`config.mk`:
```
export PLATFORM = sky130hd
export DESIGN_NAME = mem_stage_ls
export DESIGN_NICKNAME = d
export VERILOG_FILES = /design/src/rtl/mem_stage_ls.sv
export SDC_FILE = /design/constraint.sdc
export NUM_CORES = 1
export LEC_CHECK = 0
export ABC_AREA = 1
export BUFFER_PORTS_ARGS = -buffer_cell sky130_fd_sc_hd__buf_2
export CORE_MARGIN = 3
export CORE_UTILIZATION = 50
export DETAILED_ROUTE_END_ITERATION = 7
export PLACE_DENSITY = 0.87
export SLEW_MARGIN = 20
export SYNTH_ARGS = -nofsm -noshare
export SYNTH_HDL_FRONTEND = slang
export SYNTH_SLANG_ARGS = --single-unit
```
`constraint.sdc`:
```
create_clock -name clk_i -period 2.1 [get_ports clk_i]
set_input_delay 0.105 -clock clk_i [delete_from_list [all_inputs] [get_ports clk_i]]
set_output_delay 0.105 -clock clk_i [all_outputs]
set_load 0.005 [all_outputs]
```
`src/rtl/mem_stage_ls.sv`:
```
// mem_stage_ls: MEM pipeline stage for a variable-latency data SRAM.
// Holds one instruction, waits for its data_ok, extends load data and buffers it while WB stalls.
module mem_stage_ls #(
    parameter int DATA_W = 32,
    parameter int PC_W   = 32,
    parameter int RA_W   = 5
) (
    input  logic                         clk_i,
    input  logic                         resetn_i,
    input  logic                         flush_i,
    input  logic                         ex_to_mem_valid_i,
    input  logic [PC_W+6+RA_W+DATA_W-1:0] ex_to_mem_bus_i,
    output logic                         mem_allowin_o,
    input  logic                         wb_allowin_i,
    output logic                         mem_to_wb_valid_o,
    output logic [1+RA_W+DATA_W+PC_W-1:0] mem_to_wb_bus_o,
    output logic [2+RA_W+DATA_W-1:0]     mem_to_id_bus_o,
    input  logic                         data_sram_data_ok_i,
    input  logic [DATA_W-1:0]            data_sram_rdata_i
);
    localparam int EXW = PC_W + 6 + RA_W + DATA_W;

    logic           mem_valid_q, mem_valid_d;
    logic           buf_valid_q, buf_valid_d;
    logic           drop_q, drop_d;
    logic [EXW-1:0] ex_q, ex_d;
    logic [DATA_W-1:0] buf_q, buf_d;

    logic [PC_W-1:0]   pc;
    logic [2:0]        lt;
    logic              rm, mw, we;
    logic [RA_W-1:0]   wa;
    logic [DATA_W-1:0] alu, raw, ld_data, wdata;
    logic [7:0]        b;
    logic [15:0]       h;
    logic              in_wait, ready_go, load, sgn, load_pending;

    assign {pc, lt, rm, mw, we, wa, alu} = ex_q;

    assign in_wait       = mem_valid_q & mw & ~buf_valid_q;
    // A response arriving while a drop is owed belongs to the flushed request.
    assign ready_go      = ~mw | buf_valid_q | (data_sram_data_ok_i & ~drop_q);
    assign mem_allowin_o = ~drop_q & (~mem_valid_q | (ready_go & wb_allowin_i));
    assign mem_to_wb_valid_o = mem_valid_q & ready_go & ~flush_i;
    assign load          = ex_to_mem_valid_i & mem_allowin_o & ~flush_i;
    assign load_pending  = mem_valid_q & rm & ~ready_go;

    assign raw     = buf_valid_q ? buf_q : data_sram_rdata_i;
    assign b       = 8'(raw >> {alu[1:0], 3'b000});
    assign h       = 16'(raw >> {alu[1], 4'b0000});
    assign sgn     = ~lt[2];
    assign ld_data = (lt[1:0] == 2'b01) ? {{(DATA_W-8){sgn & b[7]}}, b} :
                     (lt[1:0] == 2'b10) ? {{(DATA_W-16){sgn & h[15]}}, h} : raw;
    assign wdata   = rm ? ld_data : alu;

    assign mem_to_wb_bus_o = {we & mem_to_wb_valid_o, wa, wdata, pc};
    assign mem_to_id_bus_o = {we & mem_valid_q & ~flush_i, wa, wdata, load_pending};

    always_comb begin
        mem_valid_d = flush_i ? 1'b0 : mem_allowin_o ? load : mem_valid_q;
        ex_d        = load ? ex_to_mem_bus_i : ex_q;
        buf_valid_d = (flush_i | mem_allowin_o) ? 1'b0 : (in_wait & data_sram_data_ok_i) ? 1'b1 : buf_valid_q;
        buf_d       = (in_wait & data_sram_data_ok_i) ? data_sram_rdata_i : buf_q;
        drop_d      = drop_q ? ~data_sram_data_ok_i : (flush_i & in_wait & ~data_sram_data_ok_i);
    end

    always_ff @(posedge clk_i or negedge resetn_i) begin
        if (!resetn_i) begin
            mem_valid_q <= 1'b0;
            buf_valid_q <= 1'b0;
            drop_q      <= 1'b0;
            ex_q        <= '0;
            buf_q       <= '0;
        end else begin
            mem_valid_q <= mem_valid_d;
            buf_valid_q <= buf_valid_d;
            drop_q      <= drop_d;
            ex_q        <= ex_d;
            buf_q       <= buf_d;
        end
    end
endmodule

```
### After elaboration in Yosys (flattened, before gate mapping)

Cells that the tools add are included.

* bits in registers: 110
* output and inout bits: 111
* bits of input ports: 113
* word-level logic and storage cells: 51

* mux-type cells: 9
* eq/ne operators: 2
* bitwise operators: 31
* shift operators: 2
* reductions and logical operators: 2

Operators by type and width (number)
* 32-bit 2-to-1 mux: 4
* 32-bit by 5-bit >> shifter with 16-bit output: 1
* 32-bit by 5-bit >> shifter with 8-bit output: 1
* 1-bit AND: 19
* 1-bit inverter: 8
* 1-bit 2-to-1 mux: 5
* 1-bit bitwise OR: 4
* 2-bit nonzero test: 2
* 2-bit by 1-bit == test with 1-bit output, second input constant: 1
* 2-bit == test, second input constant: 1

### Longest topological paths before layout

Gate-level depths: netlist (run 1).

* depth in word-level cells: 10
* gate-level depth with buffers: 14
* mapped depth without buffers: 11

### Worst setup path after synthesis (run 1)

Ideal clock, no wire load.

* kind: reg-to-output
* start point: register buf_valid_q
* end point: output mem_to_wb_bus_o[47]
* cell stages (with the launch flop): 11
* arrival time: 1481 ps
* buffers on the path: 3
* required time: 1995 ps
* setup slack: 514 ps
* cells stage by stage: dfrtp_1 > buf_6 > inv_6 > nand2_1 > nand3_1 > nand3_1 > nand2_1 > nand3_1 > buf_2 > a21oi_1 > buf_4

* word-level cells in the longest chain between the ends: 5
* elaborated cells between the ends (all ways): 7
* those cells by class: shift: 2; mux: 4; bitwise: 1

RTL lines
* start, declared: line 24 `logic buf_valid_q, buf_valid_d;`
* start signal, assigned: line 76 `buf_valid_q <= buf_valid_d;`
* 32-bit 2-to-1 mux *: line 48 `assign raw = buf_valid_q ? buf_q : data_sram_rdata_i;`
* 32-bit by 5-bit >> shifter with 16-bit output / 32-bit by 5-bit >> shifter with 8-bit output (equally long branches): line 50, 49
* 32-bit 2-to-1 mux / 1-bit AND (equally long branches): line 53, 52
* 32-bit 2-to-1 mux *: line 52 `assign ld_data = (lt[1:0] == 2'b01) ? {{(DATA_W-8){sgn & b[7]}}, b} :`
* 32-bit 2-to-1 mux *: line 54 `assign wdata = rm ? ld_data : alu;`
* end, declared: line 16 `output logic [1+RA_W+DATA_W+PC_W-1:0] mem_to_wb_bus_o,`

Mark *: on every way between the ends. The rest lies on a longest branch, timed or not.

### Worst setup path in the final report (run 1)

* start point: register buf_valid_q
* end point: output mem_to_wb_bus_o[44]

Same word-level chain as after synthesis.

==> results of run 1 <==
-- flip-flops by register name, summed over array words and instances (netlist names) --
signal	flops
mem_valid_q	1
drop_q	1
ex_q	75
buf_valid_q	1
buf_q	32
-- logic make-up (layout without fill, tap and decap cells) --
family | count (synthesis) | in the layout
other | 0 | 1
DFF | 110 | 110
muxes | 4 | 4
AOI/OAI and AO/OA | 163 | 163
and+or+nand+nor | 406 | 407
buffers and inverters | 244 | 450
-- stage by stage --
| stage | utilization [%] | std cells | total power, uW |
|---|---|---|---|
| final | 66.0 | 1307 | 7030 |
| after global routing | 66.0 | 1306 | 7510 |
| after CTS | 64.8 | 1302 | 6950 |
| after detailed placement | 57.3 | 1221 | 5140 |
| after global placement | 57.3 | 1221 | 5060 |
| after floorplan | - | 927 | 4560 |
-- path summary, 6_finish.rpt --
kind	startpoint	endpoint	cells past startpoint
max	buf_valid_q	mem_to_wb_bus_o[44]	11
min	ex_to_mem_bus_i[2]	ex_q[2]	3
max reg2reg	buf_valid_q	ex_q[66]	10
min reg2reg	ex_q[74]	ex_q[74]	2
max in group asynchronous	resetn_i	ex_q[43]	3
min in group asynchronous	resetn_i	buf_q[0]	2
-- layer usage --
layer	routed length [um]	vias to the layer above	track usage, %
met5	20	-	0
met4	609	2	10.4
met3	1680	50	7.09
met2	9320	318	44.8
met1	7550	2936	31.1
li1	-	3199	-
-- final cells by class --
| class | instances | area [um2] | area share [%] |
|---|---|---|---|
| Antenna cell | 1 | 2.50 | 0.0296 |
| Clock buffer | 10 | 239 | 2.82 |
| Clock inverter | 4 | 48.8 | 0.576 |
| Inverter | 118 | 448 | 5.29 |
| Multi-Input combinational cell | 574 | 2660 | 31.4 |
| Sequential cell | 110 | 2750 | 32.5 |
| Tap cell | 172 | 215 | 2.54 |
| Timing Repair Buffer | 317 | 2090 | 24.7 |
| Timing Repair inverter | 1 | 3.75 | 0.0443 |
-- timing repair --
action,in CTS,in global routing
gates cloned,1,2
endpoints found under the hold margin,104,0
setup endpoints to repair,62,64
resized for setup,5,28
setup buffers,0,2
hold buffers,66,0
pin swaps,0,1
-- critical path, stage by stage, from the launching register on --
cell,delay (ps)
dfrtp_2,470
buf_4,150
nand2_1,60
nand3_1,90
nand3_1,90
nand2_2,110
nand3_4,100
clkbuf_16,210
nand2_1,60
nand2_1,60
nand2_1,100
buf_2,120
-- synth_stat cells --
library cell    n
nand2_1       341
inv_1         116
dfrtp_1       110
buf_4          75
o21ai_0        60
o21ai_1        50
nand3_1        34
a21oi_1        22
clkbuf_1       21
buf_2          17
nor2_1         16
o211ai_1       15
o21ai_2        15
buf_6          11
nand2_2         7
mux2_2          4
nor3_1          3
a31oi_1         1
buf_1           1
buf_8           1
inv_2           1
inv_6           1
nand2_4         1
nand4_4         1
nor2_2          1
nor2_4          1
nor4_1          1
-- cell usage in the layout, fill, tap and decap left out, drive strengths merged, types with 3 or more instances in the layout --
cell,netlist,routed
nand2,349,350
buf,105,250
o21ai,125,125
inv,118,118
dfrtp,110,110
dlygate4sd3,0,66
nand3,34,34
a21oi,22,22
nor2,18,18
o211ai,15,15
clkbuf,21,11
mux2,4,4
clkinv,0,4
nor3,3,3
-- power breakdown --
group          switching [uW]  internal [uW]  total (uW)
clock                     752            943        1690
sequential                266           2610        2880
combinational            1380           1080        2460
==> results.md, run 1 <==
* Final setup viols at 0
* Status: finished, final reports clean
* Syn Inst Count at 927
* Clock root buffer master: clkbuf_16
* Routability cong. at 0.877
* Num CTS Buffers at 9
* Worst-path clk slew at 70 ps
* Final WS setup at 29.9 ps
* Ranking of synthesized cells by area: dfrtp_1, nand2_1, buf_4
* CP max FO at 12
* Post-route ant nets at 0
* DP HPWL at 12800 um
* Synth Area in Simple Gates at 24.4%
* Fin nets at 1244
* MaxCap Viol Count at 0
* Share of layout cells above drive strength 1 at 27.4%
* Cell Area, Synth at 6650 um2
* Die W at 121 um
* Post-layout instance area at 8470 um2
* Seq/Total Area, Yosys at 41.4%
* Per-cell routed wire length at 14.7 um
* DIE AREA at 14700 um2
* GRT Overall Usage at 26.1%
* Setup TNS Final at 0 ps
* Compound-Gate Fraction of Synth Area at 13.7%
* Synth top area share at 41.4%
* Router iterations before antenna repair at 6
* Final slew viol count at 0
* Synth Area in Adders at 0%
* Worst path arrival time at 1970 ps
* Fin crit period at 2070 ps
* Dpl ws at 266 ps
* Unique masters post-synth at 27
* Vias per inst at 4.98
* Largest net degree at the start of global routing at 68
* RSZ-0062 raised after global routing: true
* Number of global-route vias before repair at 6431
* Crit share post-route at 98.6%
* Pwr/cell area at 830 nW/um2
* P_leak at 0.00488 uW
* # port buffers at 223
* Core Box Area at 12800 um2
* Mean post-synth cell area at 7.18 um2
* Clk buf depth at 2
* Max Fclk at 483 MHz
* Syn Nets at 1040
* Peak supply drop at 0.401 mV
* Ys Warns at 0
* Drt initial violations at 416
* Hold slack at 8.86 ps
* Worst-skew pair later-pin latency at 350 ps
* Kind of critical path: reg -> out
* Worst EP required at 2000 ps
* P&R area growth vs syn at 27.3%
* Fillers at 1074
* CTS tree: yes
* Slew @ Worst Pin at 592 ps
* Critical Path End Type: output pin
* Xor/xnor share of the synthesized area at 0%
* Largest family of logic cells by synthesized area: simple AND/OR/NAND/NOR gates
* Via total after detailed routing at 6505
* I/O pin count at 224
* DRC violations left at 0
* Worst rel slew slack at 60.5%
* Routed WL at 19200 um
* Fin. Hold Viols at 0
* Seq cells post-synth at 110
* GRT overflow at 0
* Initial antenna violation count at 1
* Clock Skew at 4.87 ps
* Startpoint types: register
* Post-synthesis mux area share at 0.677%
* Dpl cell area at 7350 um2
* Hold WC Path Type: in -> reg
* First-pass GRT wire length at 30700 um
* Level count of the clock H-tree at 3
* CTS Sinks at 110
* Starting Density at 51.9%
* Rows at 41
* Die height at 121 um
* Worst reg2reg setup slack at 200 ps
* Leading area contributor after synthesis: dfrtp_1
(Power assumes the default switching activity.)
==> inputs of run 2 (changes only) <==
--- a/config.mk
+++ b/config.mk
@@ -7,7 +7,8 @@
 export LEC_CHECK = 0
 export ABC_AREA = 1
 export BUFFER_PORTS_ARGS = -buffer_cell sky130_fd_sc_hd__buf_2
-export CORE_MARGIN = 3
+export CORE_ASPECT_RATIO = 0.75
+export CORE_MARGIN = 2
 export CORE_UTILIZATION = 50
 export DETAILED_ROUTE_END_ITERATION = 7
 export PLACE_DENSITY = 0.87
==> results.md, run 2 (synthesized netlist as in run 1, its figures left out) <==
* M2 GR Usage at 46.6%
* Initial antenna violation count at 1
* GRT overflow at 0
* Critical Path End Type: output pin
* Fin. Hold Viols at 0
* Post-route ant nets at 0
* Pwr/cell area at 832 nW/um2
* Rows at 36
* CTS tree: yes
* Critical Path Most Common Cell: nand2_1
* Level count of the clock H-tree at 3
* Core Box Area at 13000 um2
* Cell chain of the critical path: clkinv_4, nand2_2, nand3_1, nand3_1, nand2_2, nand3_4, buf_12, nand2_1, nand2_1, nand2_1, buf_2
* Biggest register: ex_q
* Antenna Cells at 0
* Router iterations before antenna repair at 8
* Die height at 104 um
* MaxCap Viol Count at 0
* Vias per inst at 5.05
* Peak supply drop at 0.595 mV
* Worst-path clk slew at 80 ps
* DIE AREA at 14300 um2
* Clk pwr share at 23.7%
* Hold WC Path Type: in -> reg
* Gate power share at 35.3%
* Num CTS Buffers at 9
* Commonest non-fill, non-tap cells in the layout: nand2_1, buf_2, inv_1
* Status: finished, violations left
* Failing checks: design-rule violations
* Sw frac at 36.2%
* Kind of critical path: reg -> out
* Post-layout instance area at 8540 um2
* Worst rel slew slack at 50.9%
* Sw Pwr at 2570 uW
* Met1 Use GR at 35.6%
* RSZ-0062 raised after global routing: true
* Global route hottest layer: met2
* Fin nets at 1248
* Startpoint types: register
* I/O pin count at 224
* Die W at 137 um
* First-pass GRT wire length at 31300 um
* Worst EP required at 2000 ps
* Slowest stage delay, CP at 490 ps
* Share of layout cells above drive strength 1 at 29.3%
* Final slew viol count at 0
* Fin crit period at 2070 ps
* Met3 usage at 7.46%
* DRC violations left at 1
* Via total after detailed routing at 6623
* Clock root buffer master: clkbuf_16
* Clk buf depth at 2
* Slowest cell on crit path: dfrtp_2
* Routability cong. at 0.926
* GRT Overall Usage at 27.7%
* Max Fclk at 484 MHz
* Final setup viols at 0
* Largest regs: ex_q x75, buf_q x32
* # port buffers at 223
* Clock Skew at 15.2 ps
* Dpl cell area at 7320 um2
* P&R area growth vs syn at 28.3%
* CTS Sinks at 110
* Per-cell routed wire length at 15.3 um
* P_leak at 0.00490 uW
* Drt initial violations at 544
* Worst-skew pair later-pin latency at 350 ps
* CP max FO at 12
* Util after Layout at 65.8%
* Slew @ Worst Pin at 736 ps
* Worst path arrival time at 1960 ps
* Internal power at 4530 uW
* Largest net degree at the start of global routing at 57
* DP HPWL at 13100 um
* Flop pwr share at 41.0%
* Crit share post-route at 98.4%
* Number of global-route vias before repair at 6243
* Commonest non-fill, non-tap cell in the layout: nand2_1
* Fillers at 1077
* Starting Density at 51.3%
* Max reg flops at 75
* Routed WL at 20000 um
run 2: worst max-delay path: cells and delay by family (launching register included):
family	cells	cell delay, ps
buffers and inverters	3	440
AND/OR/NAND/NOR	8	680
flip-flops	1	490
run 2: routing by layer:
metal / share of wire, % / up-vias
li1: - / 3212
met1: 41 / 3059
met2: 49 / 314
met3: 8.6 / 36
met4: 1.5 / 2
met5: 0.065 / -
run 2: path summary, 6_finish.rpt:
| path | slack, ps | endpoint | start | cells after the start |
|---|---|---|---|---|
| setup / recovery | 30 | mem_to_wb_bus_o[62] | buf_valid_q | 11 |
| hold / removal | 3 | ex_q[53] | ex_to_mem_bus_i[53] | 3 |
| setup reg to reg | 130 | ex_q[35] | buf_valid_q | 11 |
| hold reg to reg | 480 | ex_q[74] | ex_q[74] | 2 |
| max in group asynchronous | 1150 | ex_q[53] | resetn_i | 3 |
| min in group asynchronous | 240 | ex_q[66] | resetn_i | 2 |
run 2: power groups by stage:
stage                     combinational [uW]  clock [uW]  sequential, uW
after global placement                  2200           0            2890
final                                   2510        1690            2910
after floorplan                         1730           0            2830
after global routing                    2790        1800            2970
after CTS                               2350        1710            2880
after detailed placement                2250           0            2920
run 2: timing repair:
| action | CTS | global route |
|---|---|---|
| endpoints found under the setup margin | 62 | 62 |
| cloned | 1 | 4 |
| hold buffers | 67 | 0 |
| buffers inserted | 0 | 6 |
| pin swaps | 0 | 2 |
| endpoints found under the hold margin | 95 | 0 |
| gates resized for setup | 3 | 69 |
run 2: cell type report:
| cell class | count | area [um2] | share of cell area (%) |
|---|---|---|---|
| clock buffer | 10 | 229 | 2.68 |
| timing repair inverter | 2 | 16.3 | 0.191 |
| clock inverter | 6 | 62.6 | 0.733 |
| multi-input combinational | 574 | 2710 | 31.8 |
| tap | 171 | 214 | 2.51 |
| sequential | 110 | 2750 | 32.3 |
| timing repair buffer | 320 | 2100 | 24.6 |
| inverter | 118 | 448 | 5.25 |
run 2: metrics by stage:
step           hold WS, ps  TNS [ps]  instances  worst slack, ps  total power (uW)
2_1_floorplan         -191         0        927              514              4560
3_3_place_gp          72.0         0       1217              319              5090
3_5_place_dp          77.2         0       1217              267              5170
4_1_cts              0.645         0       1301             7.80              6940
5_1_grt               3.63     -1210       1311            -58.3              7560
6_report              2.72         0       1311             33.0              7100
==> inputs of run 3 (changes only) <==
--- a/config.mk
+++ b/config.mk
@@ -8,10 +8,9 @@
 export ABC_AREA = 1
 export BUFFER_PORTS_ARGS = -buffer_cell sky130_fd_sc_hd__buf_2
 export CORE_ASPECT_RATIO = 0.75
-export CORE_MARGIN = 2
-export CORE_UTILIZATION = 50
+export CORE_UTILIZATION = 51
 export DETAILED_ROUTE_END_ITERATION = 7
-export PLACE_DENSITY = 0.87
+export PLACE_DENSITY = 0.89
 export SLEW_MARGIN = 20
 export SYNTH_ARGS = -nofsm -noshare
 export SYNTH_HDL_FRONTEND = slang
==> results.md, run 3 (synthesized netlist as in run 1, its figures left out) <==
* WHS Endpoint: ex_q[50]
* Slowest stage delay, CP at 590 ps
* Critical Path End Type: output pin
* GRT Overall Usage at 30.4%
* CTS Sinks at 110
* Number of global-route vias before repair at 6460
* DRC violations left at 0
* Rows at 35
* CTS tree: yes
* Dpl cell area at 7340 um2
* Pwr/cell area at 821 nW/um2
* Failing checks: negative setup slack
* First-pass GRT wire length at 31800 um
* GRT overflow at 0
* Worst rel slew slack at 58.7%
* Die height at 101 um
* Clk buf depth at 2
* Fillers at 939
* Hold slack at 7.29 ps
* Fin nets at 1258
* Cell chain of the critical path: clkinv_8, nand2_1, nand3_2, nand3_2, nand2_2, nand3_4, buf_12, nand2_1, nand2_1, nand2_2, buf_2
* Fin crit period at 2270 ps
* Peak supply drop at 0.629 mV
* Hold depth at 3
* Num CTS Buffers at 9
* Final setup viols at 58
* Fin. Hold Viols at 0
* Vias per inst at 5.24
* Slowest cell on crit path: dfrtp_4
* Final slew viol count at 0
* Met1 Use GR at 37.7%
* Kind of critical path: reg -> out
* HP Start: ex_to_mem_bus_i[50]
* I/O pin count at 224
* Routability cong. at 0.903
* Router iterations before antenna repair at 5
* Core Box Area at 12500 um2
* Routed WL at 21600 um
* Post-layout instance area at 8980 um2
* Worst r2r dst: ex_q[6]
* Worst-path clk slew at 70 ps
* Share of layout cells above drive strength 1 at 33.7%
* Dpl ws at 196 ps
* Die W at 134 um
* Slew @ Worst Pin at 619 ps
* Util after Layout at 72.0%
* # port buffers at 223
* Initial antenna violation count at 1
* Worst EP required at 2000 ps
* M2 GR Usage at 51.0%
* Critical Path Most Common Cell: nand2_1
* DIE AREA at 13500 um2
* Commonest non-fill, non-tap cell in the layout: nand2_1
* P&R area growth vs syn at 35.1%
* MaxCap Viol Count at 0
* Met3 usage at 8.20%
* Starting Density at 53.3%
* Worst reg2reg setup slack at 0 ps
* Largest net degree at the start of global routing at 53
* Worst path arrival time at 2170 ps
* Largest regs: ex_q x75, buf_q x32
* Worst setup path start: buf_valid_q
* Drt initial violations at 589
* Per-cell routed wire length at 16.4 um
* Level count of the clock H-tree at 3
* Max Fclk at 440 MHz
* DP HPWL at 13300 um
* Hold WC Path Type: in -> reg
* Startpoint types: register
* Worst-case reg-to-reg path depth at 11
* Clock Skew at 8.08 ps
* Commonest non-fill, non-tap cells in the layout: nand2_1, buf_2, inv_1
* CP max FO at 8
* Clock root buffer master: clkbuf_16
* RSZ-0062 raised after global routing: true
* Reg2reg start: buf_valid_q
* Max reg flops at 75
* Worst-skew pair later-pin latency at 360 ps
* Post-route ant nets at 0
* Biggest register: ex_q
* Final WS setup at -172 ps
* Crit share post-route at 108%
* Via total after detailed routing at 6897
* Status: finished, violations left
* Setup TNS Final at -5730 ps
* Global route hottest layer: met2
* P_leak at 0.00508 uW
## run 3: changes by cell type in the layout (fill, tap and decap cells not counted), sizes merged
| cell | change |
|---|---|
| clkbuf | +3 |
| clkinv | -2 |
| clkinvlp | +1 |
| buf | +8 |
| diode | +1 |
## run 3: through the flow
step / cells / power, uW
3_5_place_dp: 1212 / 5180
3_3_place_gp: 1212 / 5100
2_1_floorplan: 927 / 4560
6_report: 1317 / 7370
4_1_cts: 1296 / 7000
5_1_grt: 1317 / 7830
## run 3: power by group
group / switching [uW] / leakage (uW) / internal [uW]
combinational: 1530 / 0.00359 / 1180
sequential: 327 / 0.00135 / 2610
clock: 855 / 0.000144 / 868
total: 2710 / 0.00508 / 4660
## run 3: final cells by class
type / instances / area, um2 / area share (%)
multi-input combinational: 574 / 2920 / 32.4
sequential: 110 / 2760 / 30.7
timing repair buffer: 331 / 2340 / 26.0
inverter: 118 / 455 / 5.07
clock buffer: 10 / 239 / 2.66
tap: 166 / 208 / 2.31
clock inverter: 6 / 61.3 / 0.682
timing repair inverter: 1 / 11.3 / 0.125
antenna: 1 / 2.50 / 0.0279
## run 3: timing repair
| item | in CTS | in global routing |
|---|---|---|
| hold endpoints to repair | 104 | 0 |
| cloned | 0 | 9 |
| pin swaps | 0 | 39 |
| setup endpoints to repair | 58 | 64 |
| hold buffers | 67 | 0 |
| setup buffers | 1 | 11 |
| gates resized for setup | 7 | 137 |
## run 3: worst max-delay path by stage
stage | depth (start not counted) | end | slack (ps)
floorplan | 10 | mem_to_wb_bus_o[47] | 510
global placement | 12 | mem_to_id_bus_o[29] | 270
detailed placement | 9 | ex_q[63] | 200
CTS | 9 | mem_to_wb_bus_o[51] | -40
global route | 11 | mem_to_id_bus_o[30] | -230
finish | 11 | mem_to_id_bus_o[30] | -170
## run 3: critical path, delay by kind of cell (launching register included)
| family | cells | cell delay [ps] |
|---|---|---|
| DFF | 1 | 590 |
| buffers and inverters | 3 | 430 |
| and+or+nand+nor | 8 | 800 |
## run 3: layer usage
| metal | routed length (um) | vias up |
|---|---|---|
| met5 | 0 | - |
| met4 | 598 | 0 |
| met3 | 2140 | 59 |
| li1 | - | 3238 |
| met2 | 10100 | 390 |
| met1 | 8710 | 3210 |
